$ cat config.mk
export PLATFORM = sky130hd
export DESIGN_NAME = demux_1_16_seq
export DESIGN_NICKNAME = d
export VERILOG_FILES = /design/src/rtl/demux_pkg.sv /design/src/rtl/dec_4_16.sv /design/src/rtl/demux_1_16_seq.sv
export SDC_FILE = /design/constraint.sdc
export NUM_CORES = 1
export LEC_CHECK = 0
export ABC_CLOCK_PERIOD_IN_PS = 4000
export BUFFER_PORTS_ARGS = -buffer_cell sky130_fd_sc_hd__buf_2
export CORE_MARGIN = 4
export CORE_UTILIZATION = 40
export CTS_CLUSTER_SIZE = 10
export DETAILED_ROUTE_END_ITERATION = 12
export PLACE_DENSITY = 0.6
export SLEW_MARGIN = 20
export SYNTH_ARGS = -nofsm -noshare
export SYNTH_HDL_FRONTEND = slang
export SYNTH_HIERARCHICAL = 1
export SYNTH_SLANG_ARGS = --single-unit
$ cat constraint.sdc
create_clock -name clk -period 4 [get_ports clk]
set_clock_uncertainty 0.2 [all_clocks]
set_input_delay 0.4 -clock clk [delete_from_list [all_inputs] [get_ports clk]]
set_output_delay 0.4 -clock clk [all_outputs]
set_load 0.03 [all_outputs]
$ cat src/rtl/demux_pkg.sv
// Shared constants and state type for the 1-to-16 sequential demultiplexer.
package demux_pkg;

    localparam int LANES = 16;
    localparam int SEL_W = 4;

    typedef enum logic {
        IDLE = 1'b0,
        SCAN = 1'b1
    } state_t;

endpackage

$ cat src/rtl/dec_4_16.sv
// Combinational 4-to-16 one-hot decoder producing the lane-write enables.
module dec_4_16
    import demux_pkg::*;
(
    input  logic [SEL_W-1:0] addr,
    output logic [LANES-1:0] onehot
);

    generate
        for (genvar gi = 0; gi < LANES; gi++) begin : g_lane
            assign onehot[gi] = (addr == SEL_W'(gi));
        end
    endgenerate

endmodule

$ cat src/rtl/demux_1_16_seq.sv
// 1-to-16 demultiplexer with an addressed-write mode and a sequential scan-frame mode.
// Optional frame parity output is enabled by defining DEMUX_PARITY_EN.
module demux_1_16_seq
    import demux_pkg::*;
#(
    parameter int CLEAR_ON_FRAME = 0
) (
    input  logic             clk,
    input  logic             rst,
    input  logic             din,
    input  logic [SEL_W-1:0] sel,
    input  logic             mode,
    input  logic             in_valid,
    input  logic             abort,
    output logic [LANES-1:0] out,
    output logic [LANES-1:0] out_stb,
    output logic             frame_done,
    output logic             busy
`ifdef DEMUX_PARITY_EN
    ,
    output logic             frame_par
`endif
);

    state_t           state;
    logic [SEL_W-1:0] ptr;
    logic [SEL_W-1:0] dec_addr;
    logic [LANES-1:0] lane_en;
    logic [LANES-1:0] wr_data;
    logic [LANES-1:0] start_data;
    logic             last_lane;

    // ptr is always 0 in IDLE, so it doubles as the lane-0 address for a frame start.
    assign dec_addr = (state == SCAN || mode) ? ptr : sel;

    dec_4_16 u_dec (
        .addr   (dec_addr),
        .onehot (lane_en)
    );

    assign wr_data    = (out & ~lane_en) | (lane_en & {LANES{din}});
    assign start_data = (CLEAR_ON_FRAME != 0) ? (lane_en & {LANES{din}}) : wr_data;
    assign last_lane  = (ptr == SEL_W'(LANES - 1));

    always_ff @(posedge clk or posedge rst) begin
        if (rst) begin
            state      <= IDLE;
            ptr        <= '0;
            out        <= '0;
            out_stb    <= '0;
            frame_done <= 1'b0;
            busy       <= 1'b0;
        end else begin
            out_stb    <= '0;
            frame_done <= 1'b0;
            case (state)
                IDLE: begin
                    if (in_valid) begin
                        out_stb <= lane_en;
                        if (!mode) begin
                            out <= wr_data;
                        end else begin
                            out   <= start_data;
                            ptr   <= SEL_W'(1);
                            state <= SCAN;
                            busy  <= 1'b1;
                        end
                    end
                end
                SCAN: begin
                    // Abort takes priority over a coincident beat.
                    if (abort) begin
                        state <= IDLE;
                        ptr   <= '0;
                        busy  <= 1'b0;
                    end else if (in_valid) begin
                        out     <= wr_data;
                        out_stb <= lane_en;
                        if (last_lane) begin
                            frame_done <= 1'b1;
                            state      <= IDLE;
                            ptr        <= '0;
                            busy       <= 1'b0;
                        end else begin
                            ptr <= ptr + SEL_W'(1);
                        end
                    end
                end
                default: begin
                    state <= IDLE;
                    ptr   <= '0;
                    busy  <= 1'b0;
                end
            endcase
        end
    end

`ifdef DEMUX_PARITY_EN
    always_ff @(posedge clk or posedge rst) begin
        if (rst) begin
            frame_par <= 1'b0;
        end else if (state == SCAN && !abort && in_valid && last_lane) begin
            frame_par <= ^wr_data;
        end
    end
`endif

endmodule

==> flow_metrics.tcl <==
set metrics [dict create \
    outcome "finished clean" \
    grt-ovfl-total 0 \
    slew_viol_final 0 \
    vias 1136 \
    clockBufferDepth 2 \
    root_buffer "clkbuf_8" \
    cp_data_arrival_time_ns 2.44 \
    setup_violations 0 \
    layout_min_cycle_time_ns 2.467 \
    syn_avg_cell_area_sq_um 14.02 \
    netlist_instances 128 \
    tritoncts "yes" \
    hold_slack_ns 0.01221 \
    via_per_inst 5.049 \
    crit_type "reg -> reg" \
    post-cts-setup-buffers 0 \
    cts.sinks 39 \
    min_path_type "in -> async" \
    dp_cells 218 \
    stdcell_area_sq_um 2128 \
    antenna_cells 0 \
    dr.pass1.iters 4 \
    io_pins 44 \
    yosysWarnings 6 \
    yosys.cell_types.count 32 \
    cts_resized 0 \
    grt_pass1_wl_mm 5.423 \
    yosysTopAreaCell "dfrtp_1" \
    final_antenna_net_count 0 \
    io_buffers 43 \
    ctsHoldBuffers 0 \
    hold_viol_final 0 \
    dp_hpwl_mm 2.291 \
    r2r-start "state$_DFF_PP0_" \
    clkTransAtPathRegs_ns 0.07 \
    grt_max_degree 40 \
    final_core_util_pct 48.88 \
    ys_top_cells_by_area "dfrtp_1 (54%), mux2_4 (8.4%), mux2_2 (5.6%), and2_4 (4.9%), and4bb_2 (4.2%)" \
    synth_top_area_share_pct 54.39 \
    synth_nets 139 \
    h-tree-depth 2 \
    fmax_mhz 405.3 \
    cts-buffers-inserted 5 \
    gp_congestion 0.7326 \
    area_growth_pct 18.62 \
    die-area_sq_um 5621 \
    wl_per_cell_um 14.51 \
    rrSetupSlack_ns 1.53 \
    clock_latency_ns 0.28 \
    rows 24 \
    grt_pass1_vias 1138 \
    die_h_um 74.98 \
    stdcell_count 225 \
    power_mw 1.125 \
    drc 0 \
    tightest_slew_ns 0.5747 \
    final.setup.tns_ns 0 \
    die_x_um 74.98 \
    nets 184 \
    coreArea_sq_um 4354 \
    path_max_fanout 16 \
    drive_above_1_share_pct 53.76 \
    slew_headroom_pct 61.68 \
    end_kind "flop" \
    place_ws_ns 1.438 \
    drt_wl_total_mm 3.264 \
    rsz0062_at_grt "false" \
    setup_ws_ns 1.533 \
    synth-main-ff-cell "dfrtp_1" \
    crit_required_ns 3.97 \
    postSynth.asyncResetShare_pct 100.0 \
    timing.max_cap.violations 0 \
    ir_drop_uv 199.1 \
    drt_iter0_drc 32 \
    synth_edf_count 0 \
    start_kind "flop" \
    finalCritPeriodShare_pct 61.68 \
    reg2regPathDepth 5 \
    antenna_found_initial 0 \
    synth_seq_area_share_pct 54.39 \
    gr-usage-all-layers_pct 12.80 \
    post_dp_cell_area_sq_um 2037 \
    p_leak_nw 1.097 \
    ys_ff_latch 39 \
    syn_area_sq_um 1794 \
    initial_core_util_pct 41.21 \
    power_density_nw_per_um2 528.5 \
]
## worst max-delay path, cell delays in order, from the launching register on
cell and delay [ns]:
dfrtp_1 0.47, nor2_1 0.36, mux2_2 0.51, and4bb_2 0.32, and2_1 0.15, mux2_2 0.34
## layout make-up
| type | instances | area [sq um] |
|---|---|---|
| clock buffers | 6 | 82.58 |
| flip-flops and latches | 39 | 975.9 |
| fillers | 398 | 2226 |
| multi-input cells | 79 | 762.0 |
| well taps | 52 | 65.06 |
| inverters | 4 | 15.01 |
| clock inverters | 1 | 5.005 |
| repair buffers | 44 | 222.7 |
## worst max-delay path by stage
stage | start | cells past startpoint | slack, ns | end
floorplan | state$_DFF_PP0_ | 6 | 1.69 | flop
global placement | state$_DFF_PP0_ | 5 | 1.54 | flop
detailed placement | mode | 7 | 1.44 | flop
CTS | state$_DFF_PP0_ | 5 | 1.43 | flop
global route | state$_DFF_PP0_ | 5 | 1.36 | flop
finish | state$_DFF_PP0_ | 5 | 1.53 | flop
## layout by cell type (no fill, tap or decap)
master	netlist	routed
buf_2	0	43
nand4_1	1	1
mux2_2	9	9
a21boi_4	1	1
o32ai_1	1	1
clkinv_2	0	1
o21ai_2	0	1
a32o_1	1	1
nor2b_1	1	1
o2bb2ai_1	1	1
nor2_1	4	4
and2_4	10	10
and2_1	7	7
nand2_1	2	2
and4bb_2	6	6
and4_1	1	1
mux2_4	10	10
a21oi_1	3	3
o311ai_0	1	1
o21ai_0	2	1
and4b_1	4	4
ha_1	1	1
buf_4	4	1
clkbuf_8	0	6
o22ai_1	1	1
nand3_1	3	3
a21o_1	1	1
nor4b_2	4	4
or2b_1	1	1
nor3b_1	1	1
nor4_2	1	1
dfrtp_1	39	39
nand3b_1	1	1
inv_1	4	4
## per-layer routing
metal	vias to the layer above	track usage, %	wire length (um)
li1	548	-	-
met1	546	15.85	1487
met2	35	20.21	1498
met3	7	4.673	225
met4	0	5.336	53
met5	-	0	0
## where the power goes
part	internal [mW]	switching [mW]	total [mW]	leakage (nW)
Sequential	0.462	0.0385	0.501	0.517
Combinational	0.140	0.223	0.363	0.534
Clock	0.135	0.126	0.261	0.0470
Total	0.738	0.387	1.12	1.10
## logic make-up after synthesis
kind of cell,count (synthesis),share of synthesized area [%]
AND/OR/NAND/NOR,47,22.32
flip-flops,39,54.39
multiplexers,19,14.02
AO/OA/AOI/OAI,12,5.231
buffers and inverters,10,3.347
adder cells (fa/ha/maj),1,0.6972
## cells in the mapped netlist (2+ instances only)
library cell	count
a21oi_1	3
and2_1	7
and2_4	10
and4b_1	4
and4bb_2	6
buf_4	4
dfrtp_1	39
inv_1	4
mux2_2	9
mux2_4	10
nand2_1	2
nand3_1	3
nor2_1	4
nor4b_2	4
o21ai_0	2
Note: power is estimated with default switching activity, not from simulation.
